[config.mk]
export PLATFORM = sky130hd
export DESIGN_NAME = piezo_rx
export DESIGN_NICKNAME = d
export VERILOG_FILES = /design/src/rtl/piezo_rx.sv
export SDC_FILE = /design/constraint.sdc
export NUM_CORES = 1
export LEC_CHECK = 0
export ABC_AREA = 1
export ABC_CLOCK_PERIOD_IN_PS = 6080
export BUFFER_PORTS_ARGS = -buffer_cell sky130_fd_sc_hd__buf_2
export CELL_PAD_IN_SITES_DETAIL_PLACEMENT = 0
export CELL_PAD_IN_SITES_GLOBAL_PLACEMENT = 1
export CORE_ASPECT_RATIO = 1.2
export CORE_UTILIZATION = 30
export DETAILED_ROUTE_END_ITERATION = 10
export PLACE_DENSITY = 0.71
export SETUP_SLACK_MARGIN = 0.3
export SLEW_MARGIN = 25
export SYNTH_ARGS = -nofsm -noshare
export SYNTH_HDL_FRONTEND = slang
export SYNTH_SLANG_ARGS = --single-unit
[constraint.sdc]
create_clock -name clk -period 6.08 [get_ports clk]
set_clock_uncertainty 0.2 [all_clocks]
set_input_delay 1.216 -clock clk [delete_from_list [all_inputs] [get_ports clk]]
set_output_delay 1.216 -clock clk [all_outputs]
set_load 0.1 [all_outputs]
[src/rtl/piezo_rx.sv]
// piezo_rx: measures half-periods of the piezo drive pair and classifies the tone into an alert code.
// Define PIEZO_RX_DIFF_CHK_EN to enable the complementary-pair check that drives diff_err.
module piezo_rx #(
    parameter int CNT_W   = 20,
    parameter int HP_MOVE = 12500,
    parameter int HP_OVR  = 8333,
    parameter int HP_BATT = 25000,
    parameter int TOL     = 256,
    parameter int CONFIRM = 4,
    parameter int SILENCE = 1000000
) (
    input  logic             clk,
    input  logic             rst_n,
    input  logic             audio_i,
    input  logic             audio_i_n,
    input  logic             clr_err,
    output logic [1:0]       alert,
    output logic             alert_vld,
    output logic             alert_chg,
    output logic [CNT_W-1:0] hp_meas,
    output logic             diff_err
);

    localparam logic [1:0] ST_SILENT  = 2'd0;
    localparam logic [1:0] ST_ACQUIRE = 2'd1;
    localparam logic [1:0] ST_LOCKED  = 2'd2;

    localparam int                  W1      = CNT_W + 1;
    localparam int                  MC_W    = $clog2(CONFIRM + 1);
    localparam logic [CNT_W-1:0]    SIL_C   = CNT_W'(SILENCE);
    localparam logic signed [W1-1:0] TOL_S  = W1'(TOL);
    localparam logic [MC_W-1:0]     CONF_M1 = MC_W'(CONFIRM - 1);

    logic             a_s1, a_s2, a_prev, edge_q;
    logic [CNT_W-1:0] cnt;
    logic [CNT_W-1:0] hp_new;
    logic [1:0]       bin;
    logic [1:0]       state;
    logic [1:0]       cand;
    logic [MC_W-1:0]  match_cnt;

    // Edge pulse is registered so every consumer sees one aligned edge-detect cycle.
    always_ff @(posedge clk or negedge rst_n) begin
        if (!rst_n) begin
            a_s1   <= 1'b0;
            a_s2   <= 1'b0;
            a_prev <= 1'b0;
            edge_q <= 1'b0;
        end else begin
            a_s1   <= audio_i;
            a_s2   <= a_s1;
            a_prev <= a_s2;
            edge_q <= a_s2 ^ a_prev;
        end
    end

    assign hp_new = (cnt == SIL_C) ? SIL_C : cnt + CNT_W'(1);

    always_ff @(posedge clk or negedge rst_n) begin
        if (!rst_n) begin
            cnt     <= '0;
            hp_meas <= '0;
        end else if (edge_q) begin
            cnt     <= '0;
            hp_meas <= hp_new;
        end else if (cnt != SIL_C) begin
            cnt <= cnt + CNT_W'(1);
        end
    end

    function automatic logic near(input logic [CNT_W-1:0] hp, input int nom);
        logic signed [W1-1:0] d;
        d = $signed({1'b0, hp}) - $signed(W1'(nom));
        return (d <= TOL_S) && (d >= -TOL_S);
    endfunction

    // Over-speed is tested first so it wins if tolerance windows ever overlap.
    always_comb begin
        bin = 2'b00;
        if (near(hp_new, HP_OVR))
            bin = 2'b10;
        else if (near(hp_new, HP_BATT))
            bin = 2'b11;
        else if (near(hp_new, HP_MOVE))
            bin = 2'b01;
    end

    always_ff @(posedge clk or negedge rst_n) begin
        if (!rst_n) begin
            state     <= ST_SILENT;
            cand      <= 2'b00;
            match_cnt <= '0;
            alert     <= 2'b00;
            alert_vld <= 1'b0;
            alert_chg <= 1'b0;
        end else begin
            alert_chg <= 1'b0;
            if (edge_q) begin
                case (state)
                    ST_SILENT: begin
                        state     <= ST_ACQUIRE;
                        cand      <= 2'b00;
                        match_cnt <= '0;
                    end
                    ST_ACQUIRE: begin
                        if (bin == 2'b00) begin
                            match_cnt <= '0;
                        end else if (bin == cand) begin
                            match_cnt <= match_cnt + MC_W'(1);
                            if (match_cnt == CONF_M1) begin
                                state     <= ST_LOCKED;
                                alert     <= cand;
                                alert_vld <= 1'b1;
                                alert_chg <= 1'b1;
                            end
                        end else begin
                            cand      <= bin;
                            match_cnt <= MC_W'(1);
                        end
                    end
                    ST_LOCKED: begin
                        if (bin != alert) begin
                            state     <= ST_ACQUIRE;
                            alert     <= 2'b00;
                            alert_vld <= 1'b0;
                            alert_chg <= 1'b1;
                            cand      <= bin;
                            match_cnt <= (bin != 2'b00) ? MC_W'(1) : '0;
                        end
                    end
                    default: state <= ST_SILENT;
                endcase
            end else if (cnt == SIL_C && state != ST_SILENT) begin
                state     <= ST_SILENT;
                alert     <= 2'b00;
                alert_vld <= 1'b0;
                alert_chg <= (state == ST_LOCKED);
            end
        end
    end

`ifdef PIEZO_RX_DIFF_CHK_EN
    logic       n_s1, n_s2;
    logic [1:0] eq_run;

    // eq_run counts prior equal cycles; the third consecutive equal cycle flags the error.
    always_ff @(posedge clk or negedge rst_n) begin
        if (!rst_n) begin
            n_s1     <= 1'b1;
            n_s2     <= 1'b1;
            eq_run   <= 2'd0;
            diff_err <= 1'b0;
        end else begin
            n_s1 <= audio_i_n;
            n_s2 <= n_s1;
            if (a_s2 == n_s2) begin
                if (eq_run != 2'd2)
                    eq_run <= eq_run + 2'd1;
            end else begin
                eq_run <= 2'd0;
            end
            if (a_s2 == n_s2 && eq_run == 2'd2)
                diff_err <= 1'b1;
            else if (clr_err)
                diff_err <= 1'b0;
        end
    end
`else
    logic unused_diff;
    assign unused_diff = audio_i_n ^ clr_err;
    assign diff_err    = 1'b0;
`endif

endmodule

## After elaboration in Yosys (flattened, before gate mapping)

Index checks and enable logic that the tools add are counted.

| storage, ports and cells | value |
|---|---|
| register bits | 55 |
| input bits | 5 |
| output and inout port bits | 25 |
| word-level logic and storage cells | 96 |

| operators by class | value |
|---|---|
| $add $sub $neg | 5 |
| magnitude comparators | 6 |
| equality and inequality tests | 15 |
| mux-type cells | 42 |
| bitwise gates (word level) | 1 |
| reductions and logical operators | 15 |

Operators with widths:

| kind | number |
|---|---|
| 21-bit by 9-bit >= comparator with 1-bit output (second input constant) | 3 |
| 21-bit by 10-bit <= comparator with 1-bit output (second input constant) | 3 |
| 20-bit two-way mux | 3 |
| 20-bit by 14-bit subtractor with 21-bit output (second input constant) | 2 |
| 2-bit two-way mux | 16 |
| 20-bit by 15-bit subtractor with 21-bit output (second input constant) | 1 |
| 20-bit by 1-bit adder with 20-bit output (second input constant) | 1 |
| 20-bit equality test (second input constant) | 1 |
| 20-bit != test (second input constant) | 1 |
| 1-bit two-way mux | 14 |
| 3-bit != test (second input constant) | 4 |
| 2-bit case mux with 3 select lines | 2 |
| 5-bit AND reduction | 2 |
| 3-bit two-way mux | 3 |
| 3-bit case mux with 3 select lines | 1 |
| 2-bit nonzero test | 4 |
| 2-bit != test (second input constant) | 3 |
| 6-bit AND reduction | 1 |
| 1-bit logical AND | 4 |
| 2-bit zero test | 2 |
| 1-bit case mux with 2 select lines | 2 |
| 2-bit case mux with 2 select lines | 1 |
| 3-bit by 1-bit adder with 3-bit output (second input constant) | 1 |
| 3-bit by 2-bit equality test with 1-bit output (second input constant) | 1 |
| other kinds (8) | 8 |

## Logic depth before layout (Yosys ltp)

Gate-level depths: netlist of run 1.

| depth | value |
|---|---|
| depth after elaboration | 13 |
| mapped depth | 28 |

## Worst setup path before layout of run 1

OpenSTA, ideal clock, no wires.

| timing | value |
|---|---|
| kind | register -> register |
| start | reg cnt[0] |
| end | reg alert[0] |
| data arrival time | 2.993 ns |
| required time | 5.758 ns |
| path slack | 2.765 ns |
| cell stages (with the launch flop) | 28 |
| buffers on the path | 0 |
| period minus slack after synthesis | 3.315 ns |
| path through | dfrtp_1 > inv_1 > ha_1 > nand3_1 > nor2_1 > nand3_1 > nand2_1 > ha_1 > nor2_1 > nand3_1 > nand2_1 > nand2_1 > nand2_1 > nand2_1 > nand2_1 > nand2_1 > nand2_1 > nand3_1 > nor2_1 > nand3_1 > nand3_1 > nand2_1 > nand2_2 > nand3_2 > a21oi_4 > nand3_2 > nand2_1 > nand2_1 |

| between the ends | value |
|---|---|
| word-level cells in the longest chain between the ends | 11 |
| elaborated cells between the ends (all ways) | 27 |
| classes of those cells | add/sub (4); order compare (6); eq/ne (6); mux (4); reduce/logical (7) |

Ends and longest elaborated chain:

| item | RTL line | RTL |
|---|---|---|
| start, declared | 35 | `logic [CNT_W-1:0] cnt;` |
| start signal, assigned | 67 | `cnt <= cnt + CNT_W'(1);` |
| 20-bit by 1-bit adder with 20-bit output / 20-bit equality test (equally long branches) | 57, 133 |  |
| 20-bit two-way mux | 57 | `assign hp_new = (cnt == SIL_C) ? SIL_C : cnt + CNT_W'(1);` |
| 20-bit by 14-bit subtractor with 21-bit output | 73 | `d = $signed({1'b0, hp}) - $signed(W1'(nom));` |
| 21-bit by 10-bit <= comparator with 1-bit output / 21-bit by 9-bit >= comparator with 1-bit output (equally long branches) | 74 | `return (d <= TOL_S) && (d >= -TOL_S);` |
| 1-bit logical AND | 74 |  |
| 1-bit two-way mux | 84 | `else if (near(hp_new, HP_MOVE))` |
| 2-bit two-way mux | 82 | `else if (near(hp_new, HP_BATT))` |
| 2-bit two-way mux | 80 | `if (near(hp_new, HP_OVR))` |
| 2-bit != test, or another cell as far along | 122 | `if (bin != alert) begin` |
| 3-bit != test (no source line) | - |  |
| 6-bit AND reduction (no source line) * | - |  |
| end signal, assigned | 112 | `alert <= cand;` |
| end, declared | 17 | `output logic [1:0] alert,` |

Mark *: on every way between the ends. The rest lies on a longest branch, timed or not.
A chain may end at the register's enable or synchronous reset.

## Worst setup path after layout of run 1

| timing | value |
|---|---|
| start | reg cnt[0] |
| end | reg state[1] |

| between the ends | value |
|---|---|
| word-level cells in the longest chain between the ends | 11 |
| elaborated cells between the ends (all ways) | 27 |
| classes of those cells | add/sub (4); order compare (6); eq/ne (6); mux (4); reduce/logical (7) |

Ends and longest elaborated chain:

| item | RTL line | RTL |
|---|---|---|
| 20-bit by 1-bit adder with 20-bit output / 20-bit equality test (equally long branches) | 57, 133 |  |
| 20-bit two-way mux | 57 |  |
| 20-bit by 14-bit subtractor with 21-bit output | 73 |  |
| 21-bit by 10-bit <= comparator with 1-bit output / 21-bit by 9-bit >= comparator with 1-bit output (equally long branches) | 74 |  |
| 1-bit logical AND | 74 |  |
| 1-bit two-way mux | 84 |  |
| 2-bit two-way mux | 82 |  |
| 2-bit two-way mux | 80 |  |
| 2-bit != test, or another cell as far along | 122 |  |
| 3-bit != test (no source line) | - |  |
| 5-bit AND reduction (no source line) * | - |  |
| end signal, assigned | 90 | `state <= ST_SILENT;` |
| end signal, assigned | 123 | `state <= ST_ACQUIRE;` |
| end signal, assigned | 131 | `default: state <= ST_SILENT;` |
| end, declared | 38 | `logic [1:0] state;` |

Marks and branches as above.

==> results of run 1 <==
==> power groups by stage <==
stage,clock network (mW),logic [mW],registers (mW)
3_3_place_gp,0,0.229,0.413
2_1_floorplan,0,0.128,0.460
6_report,0.318,0.227,0.406
4_1_cts,0.329,0.230,0.406
5_1_grt,0.341,0.254,0.410
3_5_place_dp,0,0.229,0.413
==> critical path, stage by stage, from the launching register on <==
cell and delay, ns:
dfrtp_1 0.43, inv_1 0.13, ha_1 0.21, nand3_1 0.09, nor2_1 0.05, nand3_1 0.24
nand2_1 0.18, ha_1 0.28, nor2_1 0.11, nand3_1 0.12, nand2_1 0.10, nand2_1 0.11
nand2_1 0.12, nand2_1 0.10, nand2_1 0.07, nand2_1 0.06, nand2_1 0.18, inv_1 0.07
nand3_1 0.08, nor2_1 0.04, nor2_1 0.23, nand3b_1 0.17, a21oi_2 0.19, nand4_2 0.18
nand2_2 0.19, nand2_1 0.06, o21ai_1 0.07
==> cell usage in the layout (no fill, tap or decap), drive strengths merged <==
master and instances:
a21oi 9, and3b 1, buf 29, clkbuf 5, clkinv 3, conb 1
dfrtp 55, ha 12, inv 103, nand2 302, nand3 98, nand3b 6
nand4 40, nor2 127, nor3 11, nor4 3, o211ai 1, o21ai 43
o21bai 2, o31ai 2, xnor2 1, xor2 3
==> stage by stage <==
step | cells | setup slack [ns]
after floorplan | 832 | 2.76
after global placement | 1061 | 1.99
after detailed placement | 1061 | 1.97
after CTS | 1069 | 1.93
after global routing | 1069 | 1.49
final | 1069 | 1.92
==> state kept, by name, indices dropped and copies added (netlist names) <==
register and flops:
cnt 20, hp_meas 20, match_cnt 3, alert 2
cand 2, state 2, a_prev 1, a_s1 1
a_s2 1, alert_chg 1, alert_vld 1, edge_q 1
==> cells in the mapped netlist, types with 3 or more instances <==
| library cell | count | share of area, % |
|---|---|---|
| nand2_2 | 28 | 3.5 |
| clkbuf_1 | 9 | 0.67 |
| o21ai_1 | 11 | 1.1 |
| nand3_2 | 5 | 0.99 |
| inv_1 | 82 | 6.1 |
| nor4_1 | 3 | 0.37 |
| dfrtp_1 | 55 | 27 |
| nand2_1 | 268 | 20 |
| nand3b_1 | 6 | 0.89 |
| nor2_1 | 113 | 8.4 |
| a21oi_1 | 7 | 0.70 |
| nand4_1 | 39 | 4.8 |
| inv_2 | 19 | 1.4 |
| nor2_2 | 9 | 1.1 |
| nor3_1 | 11 | 1.1 |
| nor2_4 | 5 | 1.1 |
| nand3_1 | 92 | 9.1 |
| nand2_4 | 6 | 1.3 |
| ha_1 | 12 | 3.0 |
| o21ai_0 | 30 | 3.0 |
==> kinds of logic after synthesis <==
family | count (synthesis) | share of synthesized area [%]
AND/OR/NAND/NOR | 588 | 53.6
buffers and inverters | 115 | 8.75
AO/OA/AOI/OAI | 57 | 6.44
flip-flops | 55 | 27.3
adder cells (fa/ha/maj) | 12 | 2.98
XOR/XNOR | 4 | 0.845
other | 1 | 0.0745
==> per-layer routing <==
metal  vias up  share of wire, %
li1       2727                 -
met1      2379                47
met2       108                47
met3        24               3.9
met4         0               2.0
met5         -                 0
==> final timing paths <==
path / to
setup / recovery: state[1]
min in group asynchronous: hp_meas[1]
hold / removal: a_s2
setup reg to reg: state[1]
max in group asynchronous: hp_meas[13]
hold reg to reg: a_s2
==> cell type report <==
cell class              instances  area, µm²
fillers                      1908      10800
inverters                     103        389
multi-input cells             662       3220
repair buffers                 29        153
clock buffers                   5        125
well taps                     212        265
clock inverters                 3       33.8
flip-flops and latches         55       1380
==> impl_metrics.py, run 1 <==
metrics = {
    "worst_setup_path": {
        "start_kind": "flip-flop",
        "cp-end-kind": "flip-flop",
        "r2r_slack_ns": 1.92,
        "crit_path_start": "cnt[0]",
        "reg2reg_depth": 26,
        "cp.arrival_ns": 4.19,
        "worstReg2RegStart": "cnt[0]",
        "path_max_fanout": 6,
        "required_ns": 6.11,
        "critPathKind": "reg2reg",
    },
    "global_route": {
        "grt_busiest_layer": "met2",
        "met2_usage_pct": 31.5,
        "met3_usage_pct": 2.38,
        "grt_usage_pct": 18.6,
        "grt_max_degree": 56,
        "grt_use_met1_pct": 24.8,
        "grt_pass1_wl_um": 25300,
        "overflow": 0,
        "antenna_found_initial": 0,
        "grt_pass1_vias": 4865,
    },
    "logic_synthesis": {
        "synth_fp_nets": 849,
        "syn_inst": 832,
        "yosys_register_bits": 55,
        "yosysWarnings": 0,
        "synth_cell_types": 38,
        "syn_avg_cell_area_um2": 6.05,
        "synth_edf_count": 0,
        "async_flop_share_pct": 100,
        "seq_area_frac_synth_pct": 27.3,
        "synth_flop_cell": "dfrtp_1",
        "synth_area_mm2": 0.00503,
    },
    "drt": {
        "drc": 0,
        "num_vias": 5238,
        "wire_per_inst_um": 14.2,
        "drt.antenna.violating_nets": 0,
        "drtIter0Drc": 434,
        "vias_per_cell": 4.90,
        "wl_um": 15200,
        "firstDrtPassIters": 5,
    },
    "sta": {
        "timing.slew.headroom_pct": 33.9,
        "setup_viol": 0,
        "slew_viol_final": 0,
        "timing.hold.ws_ns": 0.155,
        "fmax_mhz": 241,
        "tightest_slew_ns": 0.992,
        "rsz0062_at_grt": "false",
        "period_minus_slack_ns": 4.16,
        "hold_violations": 0,
        "setup_tns_ns": 0,
        "finalCritPeriodShare_pct": 68.4,
    },
    "power": {
        "p_int_mw": 0.594,
        "netSwitchingFraction_pct": 37.5,
        "p_leak_nw": 3.00,
        "peakVddDrop_v": 0.000168,
        "pwr_density_cell_mw_per_mm2": 171,
        "p_seq_share_pct": 42.7,
        "total_power_mw": 0.951,
        "switchingPower_mw": 0.357,
        "clock_power_share_pct": 33.4,
        "p_comb_share_pct": 23.9,
    },
    "flow_run": {
        "max-cap-violations": 0,
    },
    "clock_tree": {
        "path_clk_slew_ns": 0.08,
        "cts_root_buf": "clkbuf_16",
        "cts_made_buffers": 5,
        "cts_setup_buffers": 0,
        "clock_latency_ns": 0.31,
        "htreeDepth": 2,
        "clock-sinks": 55,
        "ctsResizeCount": 0,
        "cts_tree": "built",
        "ctsLongestPathBuffers": 2,
        "ctsHoldBuffers": 0,
    },
    "place": {
        "place_area_mm2": 0.00540,
        "routabilityCongestion": 0.874,
        "port_buffers": 26,
        "dp_hpwl_um": 12000,
    },
    "die": {
        "rows": 51,
        "io_pins": 30,
        "dieArea_mm2": 0.0173,
        "die-width_um": 120,
        "die_h_um": 144,
        "coreArea_mm2": 0.0163,
        "initial_core_util_pct": 30.8,
    },
    "worst_hold_path": {
        "hp-class": "reg2reg",
        "worstHoldStart": "a_s1",
        "worstHoldPathCells": 0,
    },
    "layout": {
        "layout-drive-gt1-share_pct": 13.8,
        "area_growth_pct": 10.4,
        "diodes": 0,
        "num-nets-final": 873,
        "finish.utilization_pct": 34.0,
        "stdcell_area_mm2": 0.00556,
    },
    "status": {
        "status": "complete, no violations",
    },
}
Note: power is estimated with default switching activity, not from simulation.
==> run 2: changes to the inputs <==
Settings changed: ABC_CLOCK_PERIOD_IN_PS 6080 to 3800, PLACE_DENSITY 0.71 to 0.73.
Clock period 6.08 ns to 3.8 ns, I/O delays scaled along.
==> run 2 against run 1 <==
  * Global-route usage increased by 1.1 points
  * Power is 71% higher
  * Flip-flop and latch count did not move
  * Critical path type unchanged
==> impl_metrics.py, run 2 (synthesis gave the netlist of run 1 again) <==
metrics = {
    "clock_tree": {
        "clock_latency_ns": 0.31,
        "cts_tree": "built",
        "cts_root_buf": "clkbuf_16",
        "ctsLongestPathBuffers": 2,
        "ctsHoldBuffers": 0,
        "htreeDepth": 2,
        "path_clk_slew_ns": 0.08,
        "clock-sinks": 55,
        "cts_made_buffers": 5,
    },
    "worst_setup_path": {
        "start_kind": "flip-flop",
        "crit_slowest_cell": "dfrtp_1",
        "crit_path_max_incr_delay_ns": 0.42,
        "cp-end-kind": "flip-flop",
        "cp.arrival_ns": 3.50,
        "r2r_slack_ns": 0.29,
        "critPathKind": "reg2reg",
        "path_cells": "inv_2 -> buf_4 -> nor2_4 -> nand4_1 -> nand2_4 -> nand2_4 -> nor2_4 -> nand2_8 -> nand2_8 -> nand2_1 -> nand2_1 -> nand2_2 -> inv_2 -> nand3_2 -> o21ai_4 -> inv_2 -> nand2_2 -> nand2_1 -> nand2_2 -> nand3_2 -> a21oi_4 -> nand3_2 -> nand2_1 -> nand2_1",
        "path_max_fanout": 7,
        "path_common_cell": "nand2_1",
        "required_ns": 3.79,
    },
    "global_route": {
        "antenna_found_initial": 0,
        "grt_pass1_vias": 5404,
        "grt_usage_pct": 19.8,
        "grt_max_degree": 45,
        "overflow": 0,
        "grt_pass1_wl_um": 26900,
    },
    "drt": {
        "vias_per_cell": 4.85,
        "wl_um": 16800,
        "drc": 0,
        "firstDrtPassIters": 5,
        "drtIter0Drc": 324,
        "drt.antenna.violating_nets": 0,
        "wire_per_inst_um": 14.4,
        "num_vias": 5644,
    },
    "sta": {
        "period_minus_slack_ns": 3.51,
        "hold_violations": 0,
        "setup_tns_ns": 0,
        "tightest_slew_ns": 0.579,
        "fmax_mhz": 285,
        "finalCritPeriodShare_pct": 92.4,
        "slew_viol_final": 0,
        "timing.slew.headroom_pct": 61.4,
        "rsz0062_at_grt": "true",
        "setup_viol": 0,
    },
    "layout": {
        "reg_top3": "cnt x20, hp_meas x20, match_cnt x3",
        "area_growth_pct": 39.3,
        "final_common_cell": "nand2_1",
        "stdcell_area_mm2": 0.00701,
        "diodes": 0,
        "layout-drive-gt1-share_pct": 37.4,
        "num-nets-final": 967,
        "layout_common_cells": "nand2_1 (199), buf_4 (90), nor2_1 (88)",
    },
    "power": {
        "netSwitchingFraction_pct": 35.4,
        "pwr_density_cell_mw_per_mm2": 232,
        "switchingPower_mw": 0.576,
        "p_comb_share_pct": 26.7,
        "p_seq_share_pct": 39.6,
        "p_int_mw": 1.05,
        "p_leak_nw": 3.62,
        "clock_power_share_pct": 33.7,
        "peakVddDrop_v": 0.000379,
    },
    "place": {
        "place_area_mm2": 0.00578,
        "dp_hpwl_um": 12600,
        "routabilityCongestion": 0.861,
        "port_buffers": 26,
    },
    "flow_run": {
        "max-cap-violations": 0,
    },
    "die": {
        "io_pins": 30,
        "dieArea_mm2": 0.0173,
        "die-width_um": 120,
        "die_h_um": 144,
        "coreArea_mm2": 0.0163,
        "initial_core_util_pct": 30.8,
        "rows": 51,
    },
    "worst_hold_path": {
        "hp-class": "reg2reg",
    },
    "status": {
        "status": "complete, no violations",
    },
}
## run 2: changes by cell type in the layout (fill, tap and decap cells not counted), sizes merged
cell,change
clkbuf,+1
bufinv,+1
buf,+94
clkinv,-2
## run 2: what timing repair did
item                                   CTS  global route
buffers inserted                        36             8
pin swaps                               52            71
endpoints found under the hold margin    0             0
setup endpoints to repair               11            11
gates resized for setup                117            91
## run 2: worst max-delay path, delay by kind of cell (launching register included)
family | cells | cell delay (ns)
simple gates | 18 | 1.94
flops | 1 | 0.42
buf+inv | 4 | 0.38
compound gates | 2 | 0.44
## run 2: worst paths after layout
path                       depth (start not counted)         end    from
setup / recovery                                  24   alert_vld  cnt[0]
hold / removal                                     0        a_s2    a_s1
setup reg to reg                                  24   alert_vld  cnt[0]
hold reg to reg                                    0        a_s2    a_s1
max in group asynchronous                          2      cnt[7]   rst_n
min in group asynchronous                          1  hp_meas[1]   rst_n
## run 2: cell type report
| class | count | area, µm² |
|---|---|---|
| Timing Repair Buffer | 123 | 891 |
| Multi-Input combinational cell | 662 | 3910 |
| Clock buffer | 6 | 129 |
| Tap cell | 212 | 265 |
| Sequential cell | 55 | 1380 |
| Clock inverter | 2 | 38.8 |
| Inverter | 103 | 399 |
| Fill cell | 1796 | 9320 |
## run 2: power by group through the flow
stage          clock, mW  combinational, mW  sequential (mW)
3_5_place_dp           0              0.391            0.653
6_report           0.549              0.435            0.644
4_1_cts            0.562              0.427            0.642
3_3_place_gp           0              0.390            0.653
2_1_floorplan          0              0.204            0.737
5_1_grt            0.585              0.479            0.648
## run 2: metal layers
metal,global-route usage (%),vias up,wire (µm)
met5,0,-,0
met4,5.91,0,391
met3,2.70,24,543
met2,34.4,103,8200
met1,25.3,2604,7650
li1,-,2913,-
## run 2: through the flow
step,hold slack [ns],utilization (%),worst slack [ns],total power [mW],cells
after detailed placement,0.141,35.4,0.0640,1.04,1111
final,0.169,42.9,0.289,1.63,1163
after CTS,0.166,40.6,0.286,1.63,1155
after floorplan,0.131,-,0.485,0.941,832
after global routing,0.179,42.9,-0.00431,1.71,1163
after global placement,0.137,35.4,0.0855,1.04,1111
==> run 3: changes to the inputs <==
Settings changed: PLACE_DENSITY 0.73 to default, PLACE_DENSITY_LB_ADDON from default to 0.1.
==> run 3 against run 2 <==
  * Critical path depth grew 1
  * Utilization grew 2.8 points
  * Sequential power hardly changed
  * Power shrank 0.13%
  * Die area is the same
  * Clock power shrank 6.0%
  * Via count increased by 4.9%
  * Combinational power rose by 6.4%
  * Worst hold slack got worse by 0.010 ns
==> impl_metrics.py, run 3 (synthesis gave the netlist of run 1 again) <==
metrics = {
    "place": {
        "dp_hpwl_um": 13900,
        "routabilityCongestion": 0.869,
        "port_buffers": 26,
        "place_ws_ns": 0.0333,
        "place_area_mm2": 0.00584,
    },
    "die": {
        "die-width_um": 120,
        "dieArea_mm2": 0.0173,
        "die_h_um": 144,
        "io_pins": 30,
        "rows": 51,
        "initial_core_util_pct": 30.8,
        "coreArea_mm2": 0.0163,
    },
    "sta": {
        "slew_viol_final": 0,
        "finalCritPeriodShare_pct": 93.7,
        "period_minus_slack_ns": 3.56,
        "rsz0062_at_grt": "true",
        "setup_viol": 0,
        "timing.hold.ws_ns": 0.159,
        "setup_tns_ns": 0,
        "layout_setup_ws_ns": 0.240,
        "fmax_mhz": 281,
        "hold_violations": 0,
    },
    "drt": {
        "vias_per_cell": 4.95,
        "drt.antenna.violating_nets": 0,
        "drtIter0Drc": 229,
        "num_vias": 5918,
        "wl_um": 18600,
        "drc": 0,
        "wire_per_inst_um": 15.6,
        "firstDrtPassIters": 5,
    },
    "layout": {
        "num-nets-final": 999,
        "nFillCells": 1765,
        "reg_top3": "cnt x20, hp_meas x20, match_cnt x3",
        "final_common_cell": "nand2_1",
        "seq_area_mm2": 0.00138,
        "finish.utilization_pct": 45.8,
        "layout-drive-gt1-share_pct": 42.5,
        "diodes": 0,
        "multi_input_area_mm2": 0.00410,
        "stdcell_area_mm2": 0.00748,
        "layout_common_cells": "nand2_1 (178), buf_4 (115), nand2_2 (85)",
        "area_growth_pct": 48.5,
    },
    "clock_tree": {
        "cts_tree": "built",
        "path_clk_slew_ns": 0.09,
        "ctsHoldBuffers": 0,
        "clock-sinks": 55,
        "clock_latency_ns": 0.31,
        "ctsLongestPathBuffers": 2,
        "cts_made_buffers": 5,
        "htreeDepth": 2,
        "cts_root_buf": "clkbuf_16",
    },
    "power": {
        "clock_power_share_pct": 31.8,
        "p_leak_nw": 3.77,
        "p_comb_share_pct": 28.5,
        "p_int_mw": 1.02,
        "p_seq_share_pct": 39.7,
        "peakVddDrop_v": 0.000206,
        "switchingPower_mw": 0.605,
        "pwr_density_cell_mw_per_mm2": 217,
        "netSwitchingFraction_pct": 37.2,
    },
    "worst_setup_path": {
        "required_ns": 3.78,
        "cp-end-kind": "flip-flop",
        "r2r_slack_ns": 0.24,
        "worstReg2RegStart": "cnt[0]",
        "path_common_cell": "nand2_4",
        "cp.arrival_ns": 3.55,
        "crit_path_start": "cnt[0]",
        "timing.rr.end": "state[0]",
        "crit_path_max_incr_delay_ns": 0.47,
        "reg2reg_depth": 25,
        "endpoint": "state[0]",
        "worst-path-stages": 25,
        "path_max_fanout": 8,
        "crit_slowest_cell": "dfrtp_2",
        "path_buf_inv": 4,
        "crit_family": "simple AND/OR/NAND/NOR gates",
        "start_kind": "flip-flop",
        "critPathKind": "reg2reg",
    },
    "status": {
        "status": "complete, no violations",
    },
    "flow_run": {
        "max-cap-violations": 0,
    },
    "global_route": {
        "antenna_found_initial": 0,
        "grt_pass1_vias": 5627,
        "overflow": 0,
        "grt_pass1_wl_um": 29500,
        "grt_usage_pct": 21.8,
        "grt_max_degree": 46,
    },
    "worst_hold_path": {
        "hp-class": "in2async",
    },
}
[run 3: layout make-up]
type / count / share of cell area, %
Inverter: 103 / 5.49
Multi-Input combinational cell: 662 / 54.8
Sequential cell: 55 / 18.5
Clock buffer: 6 / 1.86
Clock inverter: 2 / 0.251
Timing Repair Buffer: 155 / 15.5
Tap cell: 212 / 3.55
[run 3: worst min-delay path by stage]
stage / cells after the start / end / from
floorplan: 0 / a_s2 / a_s1
global placement: 0 / a_s2 / a_s1
detailed placement: 0 / a_s2 / a_s1
CTS: 1 / hp_meas[19] / rst_n
global route: 1 / hp_meas[19] / rst_n
finish: 1 / hp_meas[19] / rst_n
[run 3: repair_timing]
item,4_1_cts,5_1_grt
buffers inserted,34,33
cloned,0,0
gates resized for setup,93,168
pin swaps,41,88
setup endpoints to repair,11,11
[run 3: metrics by stage]
stage	cells	total power, mW
final	1195	1.63
after global routing	1195	1.71
after CTS	1162	1.61
after detailed placement	1120	1.06
after global placement	1120	1.05
after floorplan	832	0.941
[run 3: routing by layer]
layer | GRT usage [%] | up-vias | wire length [µm]
li1 | - | 2985 | -
met4 | 5.13 | 0 | 491
met2 | 38.3 | 113 | 9210
met1 | 28.7 | 2783 | 8340
met5 | 0 | - | 0
met3 | 2.22 | 37 | 564
[run 3: power by group through the flow]
stage               registers (mW)  logic (mW)  clock network [mW]
detailed placement           0.654       0.402                   0
CTS                          0.646       0.426               0.537
floorplan                    0.737       0.204                   0
global placement             0.652       0.399                   0
global route                 0.651       0.508               0.555
finish                       0.646       0.463               0.516
